===== src/rtl/ram_scan_reader.sv =====
// Read-side scan sequencer for the pushbutton-loaded RAM: walks addresses by dwell timer or single step,
// captures each word for the display and can stop on a data match.
module ram_scan_reader #(
  parameter int ADDR_W = 8,
  parameter int DATA_W = 16,
  parameter int DWELL  = 250
) (
  input  logic              clk,
  input  logic              reset,
  input  logic              tick,
  input  logic              run,
  input  logic              step,
  input  logic              match_en,
  input  logic [DATA_W-1:0] match_val,
  input  logic [DATA_W-1:0] ram_dout,
  output logic [ADDR_W-1:0] addr,
  output logic [DATA_W-1:0] data_out,
  output logic              data_valid,
  output logic              halted,
  output logic              wrap
);

  localparam int CNT_W = (DWELL > 1) ? $clog2(DWELL) : 1;
  localparam logic [CNT_W-1:0] DWELL_LAST = CNT_W'(DWELL - 1);

  typedef enum logic [1:0] {RD, CAP, IDLE} state_t;

  state_t            state_reg, state_next;
  logic [ADDR_W-1:0] addr_reg, addr_next;
  logic [DATA_W-1:0] data_out_reg, data_out_next;
  logic              data_valid_reg, data_valid_next;
  logic              halted_reg, halted_next;
  logic              wrap_reg, wrap_next;
  logic [CNT_W-1:0]  dwell_cnt_reg, dwell_cnt_next;

  logic              run_tick;
  logic              advance;

  // A halted scan ignores the dwell timer entirely; only a step moves it on.
  assign run_tick = run && !halted_reg && tick;
  assign advance  = step || (run_tick && (dwell_cnt_reg == DWELL_LAST));

  always_ff @(posedge clk or posedge reset) begin
    if (reset) begin
      state_reg      <= RD;
      addr_reg       <= '0;
      data_out_reg   <= '0;
      data_valid_reg <= 1'b0;
      halted_reg     <= 1'b0;
      wrap_reg       <= 1'b0;
      dwell_cnt_reg  <= '0;
    end else begin
      state_reg      <= state_next;
      addr_reg       <= addr_next;
      data_out_reg   <= data_out_next;
      data_valid_reg <= data_valid_next;
      halted_reg     <= halted_next;
      wrap_reg       <= wrap_next;
      dwell_cnt_reg  <= dwell_cnt_next;
    end
  end

  always_comb begin
    state_next      = state_reg;
    addr_next       = addr_reg;
    data_out_next   = data_out_reg;
    data_valid_next = 1'b0;
    halted_next     = halted_reg;
    wrap_next       = 1'b0;
    dwell_cnt_next  = dwell_cnt_reg;

    unique case (state_reg)
      RD: begin
        state_next = CAP;
      end
      CAP: begin
        data_out_next   = ram_dout;
        data_valid_next = 1'b1;
        dwell_cnt_next  = '0;
        if (match_en && (ram_dout == match_val)) begin
          halted_next = 1'b1;
        end
        state_next = IDLE;
      end
      IDLE: begin
        if (advance) begin
          addr_next      = addr_reg + ADDR_W'(1);
          wrap_next      = &addr_reg;
          halted_next    = 1'b0;
          dwell_cnt_next = '0;
          state_next     = RD;
        end else if (run_tick) begin
          dwell_cnt_next = dwell_cnt_reg + CNT_W'(1);
        end else if (!run) begin
          dwell_cnt_next = '0;
        end
      end
      default: begin
        state_next = RD;
      end
    endcase
  end

  assign addr       = addr_reg;
  assign data_out   = data_out_reg;
  assign data_valid = data_valid_reg;
  assign halted     = halted_reg;
  assign wrap       = wrap_reg;

endmodule


===== config.mk =====
export PLATFORM = sky130hd
export DESIGN_NAME = ram_scan_reader
export DESIGN_NICKNAME = d
export VERILOG_FILES = /design/src/rtl/ram_scan_reader.sv
export SDC_FILE = /design/constraint.sdc
export NUM_CORES = 1
export LEC_CHECK = 0
export ABC_AREA = 1
export BUFFER_PORTS_ARGS = -buffer_cell sky130_fd_sc_hd__buf_2
export CORE_MARGIN = 10
export CORE_UTILIZATION = 45
export DETAILED_ROUTE_END_ITERATION = 10
export GPL_ROUTABILITY_DRIVEN = 0
export GPL_TIMING_DRIVEN = 0
export PLACE_DENSITY = 0.72
export SYNTH_ARGS = -nofsm -noshare
export SYNTH_HDL_FRONTEND = slang
export SYNTH_SLANG_ARGS = --single-unit

===== constraint.sdc =====
create_clock -name clk -period 4.15 [get_ports clk]
set_clock_uncertainty 0.2 [all_clocks]
set_input_delay 0.415 -clock clk [delete_from_list [all_inputs] [get_ports clk]]
set_output_delay 0.415 -clock clk [all_outputs]
set_load 0.05 [all_outputs]

==> metrics.log, run 1 <==
INFO  metric power_leakage = roughly 0.0014 µW
INFO  metric cts-root-to-sink-buffers = 2
INFO  metric p_comb_frac = 0.494
INFO  metric power_density = between 600 and 700 nW/µm²
INFO  metric insertedDiodeCount = 0
INFO  metric critPathKind = register to register
INFO  metric portion_of_total_power_attributed_to_sequential_cells = 0.315
INFO  metric grt_setup_unrepaired = no
INFO  metric cts-hold-fix-buffers = 0
INFO  metric synth_compound_gate_area_share = 0.0771
INFO  metric multi_input_comb_area = 917 µm²
INFO  metric synth_ff_type = sky130_fd_sc_hd__dfrtp_1
INFO  metric start_util = 0.462
INFO  metric critical_path.endpoint_type = register
INFO  metric finalHoldViolations = 0
INFO  metric synth_warnings = 0
INFO  metric clkPwrFrac = 0.191
INFO  metric largest_register_ff_count = 16
INFO  metric start_kind = register
INFO  metric detailedPlacementHpwl = ~3800 µm
INFO  metric flow.area_growth_from_synthesis = 25.1%
INFO  metric first_global_vias = approximately 1,800
INFO  metric final_slew_violations = 0
INFO  metric multiplexer_share_of_the_synthesized_area = 0
INFO  metric floorplan.die.height = approximately 87 µm
INFO  metric post_cts_resize_count = 0
INFO  metric synth_simple_gate_area_share = 0.285
INFO  metric tritoncts_num_sinks = 37
INFO  metric grt_pass1_wl = between 7000 and 8000 µm
INFO  metric synth.distinct_cells = 27
INFO  metric synth_nets = between 200 and 300
INFO  metric layoutNonFillerInstCount = 377
INFO  metric internal-power = ~870 µW
INFO  metric tritoncts = done
INFO  metric syn_area_cell = between 7 and 8 µm²
INFO  metric avgRoutedWirePerCell = ~13 µm
INFO  metric routed-wl-met3 = about 350 µm
INFO  metric post_synth_inst_count = 253
INFO  metric cts_root_buf = sky130_fd_sc_hd__clkbuf_8
INFO  metric syn-cell-area = roughly 2000 µm²
INFO  metric routed_via_density = around 4.8
INFO  metric first_pass_iters = 4
INFO  metric netSwitchingFraction = 0.496
INFO  metric layout_commonest_cell = sky130_fd_sc_hd__nand2_1
INFO  metric period_minus_slack = between 1.5 and 2 ns
INFO  metric drt_drc_violations_left = 0
INFO  metric grt-ovfl-total = 0
INFO  metric fin_crit_sh = 0.465
INFO  metric highest-signal-layer = met4
INFO  metric io_pins = 65
INFO  metric grt_start_max_net_pins = 38
INFO  metric clock.fmax = between 500 and 600 MHz
INFO  metric slew_headroom = 0.488
INFO  metric antenna_found_initial = 0
INFO  metric yosys.area_share.xor_xnor = 0.0566
INFO  metric p_sw = 855 µW
INFO  metric met2_wirelength = 2440 µm
INFO  metric final-seq-area = 926 µm²
INFO  metric globalRouteTotalUtil = 0.127
INFO  metric vdd_ir_drop_max = around 0.00026 V
INFO  metric finalSetupViolCount = 0
INFO  metric die_area = roughly 7500 µm²
INFO  metric hold_wc_path_type = primary input to asynchronous set/reset pin
INFO  metric port-buffer-count = 64
INFO  metric combinational_family_with_the_most_area_after_synthesis = simple AND/OR/NAND/NOR gates
INFO  metric maxCapViolations = 0
INFO  metric postRouteAntennaNets = 0
INFO  metric number_of_placement_rows = 24
INFO  metric run_status = finished, final reports clean
INFO  metric seq_area_frac_synth = 0.460
INFO  metric cp_data_required_time = between 4 and 5 ns
INFO  metric synth_async_sr_flop_share = 1.00
INFO  metric final_nets = 368
INFO  metric htree_levels = 2
INFO  metric post_synth_fa_ha_maj_area_fraction = 0.0373
INFO  metric mostFrequentLayoutCells = 77 x sky130_fd_sc_hd__nand2_1, 65 x sky130_fd_sc_hd__buf_2, 37 x sky130_fd_sc_hd__inv_1, 37 x sky130_fd_sc_hd__dfrtp_1, 21 x sky130_fd_sc_hd__o21ai_0
INFO  metric cts-buffers-inserted = 5
INFO  metric synth_edf_count = 0
INFO  metric final_layout_size_suffix_gt1_frac = 0.262
INFO  metric dieWidth = a little under 90 µm
INFO  metric design.core.area = approximately 4400 µm²
INFO  metric fillCellCount = around 430
INFO  metric dr.first_iter.drc_count = 64
INFO  metric timing_worst_slew_pin_value = between 0.7 and 0.8 ns
INFO  metric wl = between 4000 and 5000 µm
INFO  metric insertion_delay = roughly 0.29 ns
INFO  metric detail_route.wirelength.met1 = around 1900 µm
INFO  metric place.detailed.instances = 369
INFO  metric clock_transition_at_the_registers_of_the_reported_paths = around 0.080 ns
INFO  metric postCtsSetupRepairBufs = 0
INFO  metric critical_path.max_fanout = 10
INFO  metric route.vias.total = between 1,500 and 2,000
INFO  metric tns = 0 ns
INFO  metric worst-endpoint-arrival = 1.89 ns
INFO  metric synth_seq_cells = 37
power groups by stage:
stage	Combinational (µW)	Sequential, µW	Clock (µW)
2_1_floorplan	278	906	0
3_3_place_gp	849	546	0
3_5_place_dp	858	551	0
4_1_cts	864	545	335
5_1_grt	924	558	353
6_report	850	543	329
per-stage QoR:
step / hold WS [ns] / utilization / worst slack [ns] / power [µW] / area (µm²)
after global placement: 0.251 / 0.551 / 2.16 / 1400 / 2400
after CTS: 0.0867 / 0.578 / 2.19 / 1740 / 2520
final: 0.0517 / 0.578 / 2.22 / 1720 / 2520
after global routing: 0.130 / 0.578 / 2.00 / 1830 / 2520
after floorplan: 0.299 / - / 2.40 / 1180 / 2010
after detailed placement: 0.255 / 0.551 / 2.23 / 1410 / 2400
worst max-delay path, cell delays in order (launching register included):
cell and delay (ns):
sky130_fd_sc_hd__dfrtp_1 0.38, sky130_fd_sc_hd__inv_1 0.10, sky130_fd_sc_hd__ha_1 0.18, sky130_fd_sc_hd__buf_2 0.22, sky130_fd_sc_hd__clkinv_1 0.23, sky130_fd_sc_hd__clkbuf_1 0.29, sky130_fd_sc_hd__nand2_1 0.10, sky130_fd_sc_hd__o21ai_0 0.09
cells in the mapped netlist (3+ instances only):
library cell              number  area (µm²)
sky130_fd_sc_hd__nand4_1       5        31.3
sky130_fd_sc_hd__nor2_4        3        33.8
sky130_fd_sc_hd__xor2_1        7        61.3
sky130_fd_sc_hd__nand3_1      14        70.1
sky130_fd_sc_hd__nand2_1      77         289
sky130_fd_sc_hd__ha_1          6        75.1
sky130_fd_sc_hd__xnor2_1       6        52.6
sky130_fd_sc_hd__nor2_1       17        63.8
sky130_fd_sc_hd__inv_1        38         143
sky130_fd_sc_hd__dfrtp_1      37         926
sky130_fd_sc_hd__o21ai_0      21         105
per-layer routing:
layer,vias to the layer above,track usage
met1,818,0.134
met2,38,0.221
met5,-,0
met4,0,0.0515
li1,930,-
met3,7,0.0506
path summary, 6_finish.rpt:
path	startpoint	end	slack [ns]	cells after the start
min	reset	addr[7]	0.05	2
max	state_reg[1]	data_out[6]	2.22	7
min in group clk	ram_dout[10]	data_out[10]	0.16	3
max in group asynchronous	reset	data_out[9]	3.20	2
min reg2reg	data_out[0]	data_out[0]	0.27	2
max reg2reg	state_reg[1]	data_out[6]	2.22	7
cell type report:
type | instances | share of cell area
sequential | 37 | 0.368
multi-input combinational | 172 | 0.364
timing repair buffer | 64 | 0.127
inverter | 40 | 0.0596
clock buffer | 6 | 0.0328
tap | 52 | 0.0258
clock inverter | 2 | 0.0149
buffer | 4 | 0.00795
logic make-up after synthesis:
group,count (synthesis)
and+or+nand+nor,124
buffers and inverters,44
DFF,37
AOI/OAI and AO/OA,29
xor gates and xnor gates,13
adders and majority gates,6
No activity file was read; power rests on OpenSTA's default activity.
==> run 2, diff against run 1 <==
- PLACE_DENSITY: 0.72 -> 0.75
- clock period: 4.15 -> 1.6 ns (I/O delays scaled with it)
==> run 2 against run 1 <==
Power rose to 2.7 times the previous value. Largest power group unchanged. Clock power rose by 91%. Sequential power rose to 2.7 times the previous value. Critical path depth rose by 2. Critical path type unchanged. Core utilization rose by 7.8 points. Register-to-register slack got worse by 2.2 ns. Clock-buffer cell count did not move. Highest routed layer unchanged. First-iteration DRC count fell by 20%. Worst hold slack got worse by 0.029 ns. Critical endpoint is now addr[5]. Sequential share of layout area fell by 4.1 points.
==> metrics.log, run 2 (synthesis results as in run 1) <==
INFO  metric run_status = finished, final reports clean (unchanged)
INFO  metric antenna_found_initial = 0 (unchanged)
INFO  metric startpoint_of_the_most_critical_register_to_register_path = dwell_cnt_reg[4] (was state_reg[1])
INFO  metric grt_pass1_wl = 8540 µm (was 7800 µm)
INFO  metric power_leakage = 0.00157 µW (was 0.00141 µW)
INFO  metric final_layout_size_suffix_gt1_frac = 0.340 (was 0.262)
INFO  metric flow.area_growth_from_synthesis = 42.0% (was 25.1%)
INFO  metric dr.first_iter.drc_count = 51 (was 64)
INFO  metric largest_register_ff_count = 16 (unchanged)
INFO  metric first_global_vias = 1,860 (was 1,758)
INFO  metric first_pass_iters = 6 (was 4)
INFO  metric fin_crit_sh = 0.969 (was 0.465)
INFO  metric worstRegToRegCells = 9 (was 7)
INFO  metric tritoncts = done (unchanged)
INFO  metric vdd_ir_drop_max = 0.000839 V (was 0.000256 V)
INFO  metric finalInstanceArea = 2860 µm² (was 2520 µm²)
INFO  metric slew_headroom = 0.496 (was 0.488)
INFO  metric clock_transition_at_the_registers_of_the_reported_paths = 0.07 ns (was 0.08 ns)
INFO  metric cts_root_buf = sky130_fd_sc_hd__clkbuf_8 (unchanged)
INFO  metric clock.fmax = 645 MHz (was 519 MHz)
INFO  metric power_density = 1640 nW/µm² (was 684 nW/µm²)
INFO  metric drt_drc_violations_left = 0 (unchanged)
INFO  metric place.detailed.instances = 369 (unchanged)
INFO  metric layout.core_utilization = 0.657 (was 0.578)
INFO  metric route.vias.total = 1,904 (was 1,793)
INFO  metric floorplan.die.height = 86.9 µm (unchanged)
INFO  metric tritoncts_num_sinks = 37 (unchanged)
INFO  metric postRouteAntennaNets = 0 (unchanged)
INFO  metric start_util = 0.462 (unchanged)
INFO  metric cts-root-to-sink-buffers = 2 (unchanged)
INFO  metric dieWidth = 86.9 µm (unchanged)
INFO  metric critical_path.max_fanout = 5 (was 10)
INFO  metric avgRoutedWirePerCell = 13.2 µm (was 12.7 µm)
INFO  metric mostFrequentLayoutCells = 75 x sky130_fd_sc_hd__nand2_1, 54 x sky130_fd_sc_hd__buf_2, 31 x sky130_fd_sc_hd__dfrtp_1 (was 77 x sky130_fd_sc_hd__nand2_1, 65 x sky130_fd_sc_hd__buf_2, 37 x sky130_fd_sc_hd__inv_1, 37 x sky130_fd_sc_hd__dfrtp_1, 21 x sky130_fd_sc_hd__o21ai_0)
INFO  metric hold_wc_path_type = primary input to register (was primary input to asynchronous set/reset pin)
INFO  metric worst-endpoint-arrival = 1.53 ns (was 1.89 ns)
INFO  metric start_kind = register (unchanged)
INFO  metric routed_via_density = 4.81 (was 4.76)
INFO  metric insertedDiodeCount = 0 (unchanged)
INFO  metric port-buffer-count = 64 (unchanged)
INFO  metric final_slew_violations = 0 (unchanged)
INFO  metric cp_data_required_time = 1.58 ns (was 4.11 ns)
INFO  metric grt-ovfl-total = 0 (unchanged)
INFO  metric period_minus_slack = 1.55 ns (was 1.93 ns)
INFO  metric worst_r2r_endpoint = addr[5] (was data_out[6])
INFO  metric finalSetupViolCount = 0 (unchanged)
INFO  metric number_of_placement_rows = 24 (unchanged)
INFO  metric critPathKind = register to register (unchanged)
INFO  metric design.core.area = 4350 µm² (unchanged)
INFO  metric maxCapViolations = 0 (unchanged)
INFO  metric fillCellCount = 363 (was 433)
INFO  metric htree_levels = 2 (unchanged)
INFO  metric p_total = 4680 µW (was 1720 µW)
INFO  metric placed_area = 2410 µm² (was 2400 µm²)
INFO  metric worst_hold_startpoint = ram_dout[10]
INFO  metric critical_path.endpoint_type = register (unchanged)
INFO  metric globalRouteTotalUtil = 0.140 (was 0.127)
INFO  metric io_pins = 65 (unchanged)
INFO  metric hold_path_depth = 3
INFO  metric layoutNonFillerInstCount = 396 (was 377)
INFO  metric detailedPlacementHpwl = 3770 µm (was 3780 µm)
INFO  metric worst_case_register_to_register_setup_slack = 0.05 ns (was 2.22 ns)
INFO  metric finalHoldViolations = 0 (unchanged)
INFO  metric holdPathEnd = data_out[10]
INFO  metric grt_setup_unrepaired = yes (was no)
INFO  metric grt_start_max_net_pins = 38 (unchanged)
INFO  metric timing_worst_slew_pin_value = 0.755 ns (was 0.767 ns)
INFO  metric final_nets = 387 (was 368)
INFO  metric layout_commonest_cell = sky130_fd_sc_hd__nand2_1 (unchanged)
INFO  metric final.hold.worst_slack = 0.0224 ns (was 0.0517 ns)
INFO  metric insertion_delay = 0.29 ns (about the same)
INFO  metric wl = 5240 µm (was 4800 µm)
INFO  metric die_area = 7550 µm² (unchanged)
INFO  metric cts-buffers-inserted = 5 (unchanged)
## run 2: changes by cell type in the layout (fill, tap and decap cells not counted), moves of 5 or more
cell / change
sky130_fd_sc_hd__buf_4: +11
sky130_fd_sc_hd__o21ai_1: +5
sky130_fd_sc_hd__buf_2: -11
sky130_fd_sc_hd__o21ai_0: -6
sky130_fd_sc_hd__inv_1: -7
sky130_fd_sc_hd__dfrtp_1: -6
sky130_fd_sc_hd__dlymetal6s4s_1: +8
sky130_fd_sc_hd__dlygate4sd3_1: +9
sky130_fd_sc_hd__dfrtp_2: +6
sky130_fd_sc_hd__nor2_1: -5
sky130_fd_sc_hd__inv_2: +8
## run 2: cell type report
cell class / count / area, µm² / area share
Buffer: 4 / 41.3 / 0.0144
Clock buffer: 6 / 72.6 / 0.0254
Clock inverter: 2 / 10.0 / 0.00350
Inverter: 40 / 155 / 0.0543
Multi-Input combinational cell: 172 / 1010 / 0.355
Sequential cell: 37 / 933 / 0.326
Tap cell: 52 / 65.1 / 0.0228
Timing Repair Buffer: 83 / 567 / 0.198
## run 2: repair_timing
action / 4_1_cts / 5_1_grt
pin swaps: 2 / 20
setup buffers: 5 / 7
hold buffers: 17 / 0
endpoints found under the hold margin: 53 / 0
setup endpoints to repair: 26 / 30
gates resized for setup: 17 / 41
gates cloned: 0 / 0
## run 2: power by group
part | internal [µW] | switching [µW]
logic | 796 | 1820
registers | 1240 | 196
clock network | 302 | 326
total | 2340 | 2340
## run 2: critical path, cell delays in order, from the launching register on
cell                      delay (ns)
sky130_fd_sc_hd__dfrtp_1        0.38
sky130_fd_sc_hd__nand2_2        0.09
sky130_fd_sc_hd__nor2_4         0.13
sky130_fd_sc_hd__nand4_4        0.14
sky130_fd_sc_hd__nand2_4        0.14
sky130_fd_sc_hd__nand2_8        0.07
sky130_fd_sc_hd__nor2_4         0.13
sky130_fd_sc_hd__nand3_2        0.07
sky130_fd_sc_hd__nand2_1        0.06
sky130_fd_sc_hd__nand2_1        0.04
## run 2: stage by stage
step,setup slack (ns),setup TNS (ns)
floorplan,-0.00766,-0.00766
global placement,-0.268,-8.58
detailed placement,-0.288,-5.09
CTS,0.00577,0
global route,-0.0699,-0.166
finish,0.0492,0
## run 2: worst max path at each step
| stage | startpoint | cells past startpoint | slack [ns] | end |
|---|---|---|---|---|
| CTS | state_reg[0] | 8 | 0.006 | dwell_cnt_reg[0] |
| detailed placement | state_reg[1] | 7 | -0.29 | data_out[13] |
| global placement | state_reg[1] | 7 | -0.27 | data_out[1] |
| global route | dwell_cnt_reg[1] | 9 | -0.07 | addr[5] |
| finish | dwell_cnt_reg[4] | 9 | 0.05 | addr[5] |
| floorplan | halted | 8 | -0.008 | addr[5] |
## run 2: layer usage
metal	share of wire	GRT usage	vias up	routed length (µm)
li1	-	-	969	-
met1	0.38	0.151	863	2010
met2	0.51	0.232	51	2660
met3	0.064	0.0449	21	335
met4	0.045	0.0839	0	238
met5	0	0	-	0
==> run 3, diff against run 2 <==
- ABC_AREA: 1 -> unset
- CORE_UTILIZATION: 45 -> 44
==> run 3 against run 2 <==
Largest cell class unchanged. Highest routed layer unchanged. Via count down 14%. Die area decreased by 6.1%. Power up 9.5%. Global-route usage grew 0.35 points. The run now ends with negative setup slack left. First-iteration DRC count rose by 100%. Final area is 2.0% lower. Register-to-register slack got worse by 0.39 ns. Core utilization increased by 4.4 points. Sequential cell count did not move. Critical path depth decreased by 5. Critical path type unchanged.
==> metrics.log, run 3 <==
INFO  metric first_pass_iters = 4 (was 6)
INFO  metric io_pins = 65 (unchanged)
INFO  metric syn-cell-area = 1810 µm² (was 2010 µm²)
INFO  metric placed_area = 2210 µm² (was 2410 µm²)
INFO  metric globalRouteTotalUtil = 0.143 (was 0.140)
INFO  metric synth.distinct_cells = 28 (was 27)
INFO  metric synth_seq_cells = 37 (unchanged)
INFO  metric synth_warnings = 0 (unchanged)
INFO  metric grt_pass1_wl = 8400 µm (was 8540 µm)
INFO  metric post_synth_inst_count = 158 (was 253)
INFO  metric critPathKind = register to register (unchanged)
INFO  metric clock_transition_at_the_registers_of_the_reported_paths = 0.07 ns (about the same)
INFO  metric critical_path.max_fanout = 5 (unchanged)
INFO  metric start_util = 0.454 (was 0.462)
INFO  metric critical_path.cell_chain = nand4b_1, o41a_1, nor2b_4, mux2_4 (was nand2_2, nor2_4, nand4_4, nand2_4, nand2_8, nor2_4, nand3_2, nand2_1, nand2_1)
INFO  metric max_stage_delay = 0.50 ns (was 0.38 ns)
INFO  metric die_area = 7090 µm² (was 7550 µm²)
INFO  metric route.vias.total = 1,646 (was 1,904)
INFO  metric start_kind = register (unchanged)
INFO  metric cts-root-to-sink-buffers = 2 (unchanged)
INFO  metric synthDominantCellAreaShare = 0.510 (was 0.460)
INFO  metric dieWidth = 84.2 µm (was 86.9 µm)
INFO  metric vdd_ir_drop_max = 0.00123 V (was 0.000839 V)
INFO  metric number_of_placement_rows = 23 (was 24)
INFO  metric mostFrequentLayoutCells = 64 x sky130_fd_sc_hd__buf_2, 34 x sky130_fd_sc_hd__dfrtp_1, 17 x sky130_fd_sc_hd__xnor2_1, 17 x sky130_fd_sc_hd__mux2_4, 17 x sky130_fd_sc_hd__dlygate4sd3_1 (was 75 x sky130_fd_sc_hd__nand2_1, 54 x sky130_fd_sc_hd__buf_2, 31 x sky130_fd_sc_hd__dfrtp_1)
INFO  metric wl = 5450 µm (was 5240 µm)
INFO  metric hold_wc_path_type = primary input to register (unchanged)
INFO  metric grt-ovfl-total = 0 (unchanged)
INFO  metric dr.first_iter.drc_count = 102 (was 51)
INFO  metric final_slew_violations = 0 (unchanged)
INFO  metric power_leakage = 0.00131 µW (was 0.00157 µW)
INFO  metric routed_via_density = 5.26 (was 4.81)
INFO  metric postRouteAntennaNets = 0 (unchanged)
INFO  metric fin_crit_sh = 1.22 (was 0.969)
INFO  metric avgRoutedWirePerCell = 17.4 µm (was 13.2 µm)
INFO  metric slew_headroom = 0.493 (was 0.496)
INFO  metric grt_setup_unrepaired = yes (unchanged)
INFO  metric clock.fmax = 514 MHz (was 645 MHz)
INFO  metric tritoncts = done (unchanged)
INFO  metric finalHoldViolations = 0 (unchanged)
INFO  metric hold_path_depth = 3 (unchanged)
INFO  metric period_minus_slack = 1.94 ns (was 1.55 ns)
INFO  metric layout_commonest_cell = sky130_fd_sc_hd__buf_2 (was sky130_fd_sc_hd__nand2_1)
INFO  metric critical_path.slowest_cell = sky130_fd_sc_hd__o41a_1 (was sky130_fd_sc_hd__dfrtp_1)
INFO  metric worst_case_setup_margin_in_the_final_layout = -0.344 ns (was 0.0492 ns)
INFO  metric largest_register_ff_count = 16 (unchanged)
INFO  metric power_density = 1830 nW/µm² (was 1640 nW/µm²)
INFO  metric worst_hold_startpoint = step (was ram_dout[10])
INFO  metric synth_async_sr_flop_share = 1.00 (unchanged)
INFO  metric synth_ff_type = sky130_fd_sc_hd__dfrtp_1 (unchanged)
INFO  metric final_nets = 305 (was 387)
INFO  metric grt_start_max_net_pins = 38 (unchanged)
INFO  metric startpoint_of_the_most_critical_register_to_register_path = dwell_cnt_reg[2] (was dwell_cnt_reg[4])
INFO  metric worstRegToRegCells = 4 (was 9)
INFO  metric finalSetupViolCount = 33 (was 0)
INFO  metric maxCapViolations = 0 (unchanged)
INFO  metric floorplan.die.height = 84.2 µm (was 86.9 µm)
INFO  metric synth_nets = 202 (was 297)
INFO  metric synth_top_cells_by_count = 37 x sky130_fd_sc_hd__dfrtp_1, 19 x sky130_fd_sc_hd__mux2_2, 18 x sky130_fd_sc_hd__xnor2_1, 11 x sky130_fd_sc_hd__nand2_1, 11 x sky130_fd_sc_hd__o21ai_0 (was 77 x sky130_fd_sc_hd__nand2_1, 38 x sky130_fd_sc_hd__inv_1, 37 x sky130_fd_sc_hd__dfrtp_1, 21 x sky130_fd_sc_hd__o21ai_0, 17 x sky130_fd_sc_hd__nor2_1)
INFO  metric synth_top_cell_by_area = sky130_fd_sc_hd__dfrtp_1 (unchanged)
INFO  metric run_status = finished, violations left (was finished, final reports clean)
INFO  metric violations = negative setup slack
INFO  metric seq_area_frac_synth = 0.510 (was 0.460)
INFO  metric critical_path.endpoint_type = register (unchanged)
INFO  metric flow.area_growth_from_synthesis = 54.5% (was 42.0%)
INFO  metric insertion_delay = 0.28 ns (was 0.29 ns)
INFO  metric design.core.area = 4000 µm² (was 4350 µm²)
INFO  metric tritoncts_num_sinks = 37 (unchanged)
INFO  metric synth_edf_count = 0 (unchanged)
INFO  metric finalInstanceArea = 2800 µm² (was 2860 µm²)
INFO  metric top_post_synthesis_cells_by_area = sky130_fd_sc_hd__dfrtp_1 51%, sky130_fd_sc_hd__mux2_2 12%, sky130_fd_sc_hd__xnor2_1 8.7%, sky130_fd_sc_hd__ha_1 4.1%, sky130_fd_sc_hd__o21ai_0 3.0% (was sky130_fd_sc_hd__dfrtp_1 46%, sky130_fd_sc_hd__nand2_1 14%, sky130_fd_sc_hd__inv_1 7.1%, sky130_fd_sc_hd__o21ai_0 5.2%, sky130_fd_sc_hd__ha_1 3.7%)
INFO  metric p_total = 5130 µW (was 4680 µW)
INFO  metric final_layout_size_suffix_gt1_frac = 0.489 (was 0.340)
INFO  metric drt_drc_violations_left = 0 (unchanged)
INFO  metric synth_most_common_cell = sky130_fd_sc_hd__dfrtp_1 (was sky130_fd_sc_hd__nand2_1)
INFO  metric port-buffer-count = 64 (unchanged)
INFO  metric worst-endpoint-arrival = 1.92 ns (was 1.53 ns)
INFO  metric syn_area_cell = 11.5 µm² (was 7.96 µm²)
INFO  metric cts-buffers-inserted = 5 (unchanged)
INFO  metric cp_data_required_time = 1.57 ns (was 1.58 ns)
INFO  metric timing_worst_slew_pin_value = 0.759 ns (was 0.755 ns)
INFO  metric htree_levels = 2 (unchanged)
INFO  metric detailedPlacementHpwl = 3360 µm (was 3770 µm)
INFO  metric critPathLaunch = dwell_cnt_reg[2] (was dwell_cnt_reg[4])
INFO  metric antenna_found_initial = 0 (unchanged)
INFO  metric first_global_vias = 1,735 (was 1,860)
INFO  metric cts_root_buf = sky130_fd_sc_hd__clkbuf_8 (unchanged)
## run 3: path summary, 6_finish.rpt
kind	end	slack (ns)
max in group asynchronous	dwell_cnt_reg[5]	0.28
hold reg to reg	dwell_cnt_reg[7]	0.29
setup / recovery	addr[1]	-0.34
hold / removal	halted	0.02
setup reg to reg	addr[1]	-0.34
min in group asynchronous	data_out[2]	0.40
## run 3: kinds of logic after synthesis
family                   count (synthesis)  synth area share
flip-flops                              37             0.510
buffers and inverters                    7            0.0145
adder cells (fa/ha/maj)                  6            0.0414
AO/OA/AOI/OAI                           21            0.0745
AND/OR/NAND/NOR                         45             0.130
XOR/XNOR                                23             0.111
multiplexers                            19             0.118
## run 3: final cells by class
class / instances / area, µm²
Inverter: 5 / 21.3
Fill cell: 284 / 1200
Tap cell: 50 / 62.6
Sequential cell: 37 / 930
Multi-Input combinational cell: 114 / 1040
Antenna cell: 1 / 2.50
Buffer: 1 / 15.0
Clock buffer: 6 / 72.6
Timing Repair Buffer: 97 / 653
Clock inverter: 2 / 10.0
## run 3: timing repair
item | 4_1_cts | 5_1_grt
hold buffers | 17 | 0
pin swaps | 5 | 2
resized for setup | 25 | 33
endpoints found under the setup margin | 27 | 36
endpoints found under the hold margin | 53 | 0
buffers inserted | 11 | 4
gates cloned | 1 | 0
## run 3: critical path: cells and delay by family, from the launching register on
kind             cells  cell delay [ns]
AO/OA/AOI/OAI        1             0.50
flip-flops           1             0.39
multiplexers         1             0.31
AND/OR/NAND/NOR      2             0.44
## run 3: layer usage
layer / vias up / GRT usage / share of wire
li1: 762 / - / -
met1: 812 / 0.150 / 0.38
met2: 60 / 0.254 / 0.53
met3: 12 / 0.0609 / 0.068
met4: 0 / 0.0396 / 0.016
met5: - / 0 / 0
## run 3: power by group
part	internal (µW)	switching, µW
sequential	1260	250
clock	302	322
combinational	1200	1790
## run 3: per-stage QoR
step | hold slack (ns) | setup TNS (ns) | std cells | utilization | setup slack [ns]
floorplan | 0.112 | -3.01 | 158 | - | -0.278
global placement | 0.218 | -12.34 | 272 | 0.554 | -0.532
detailed placement | 0.144 | -8.00 | 272 | 0.554 | -0.575
CTS | 0.0170 | -3.06 | 309 | 0.667 | -0.274
global route | 0.0183 | -6.58 | 312 | 0.700 | -0.389
finish | 0.0215 | -4.26 | 313 | 0.701 | -0.344
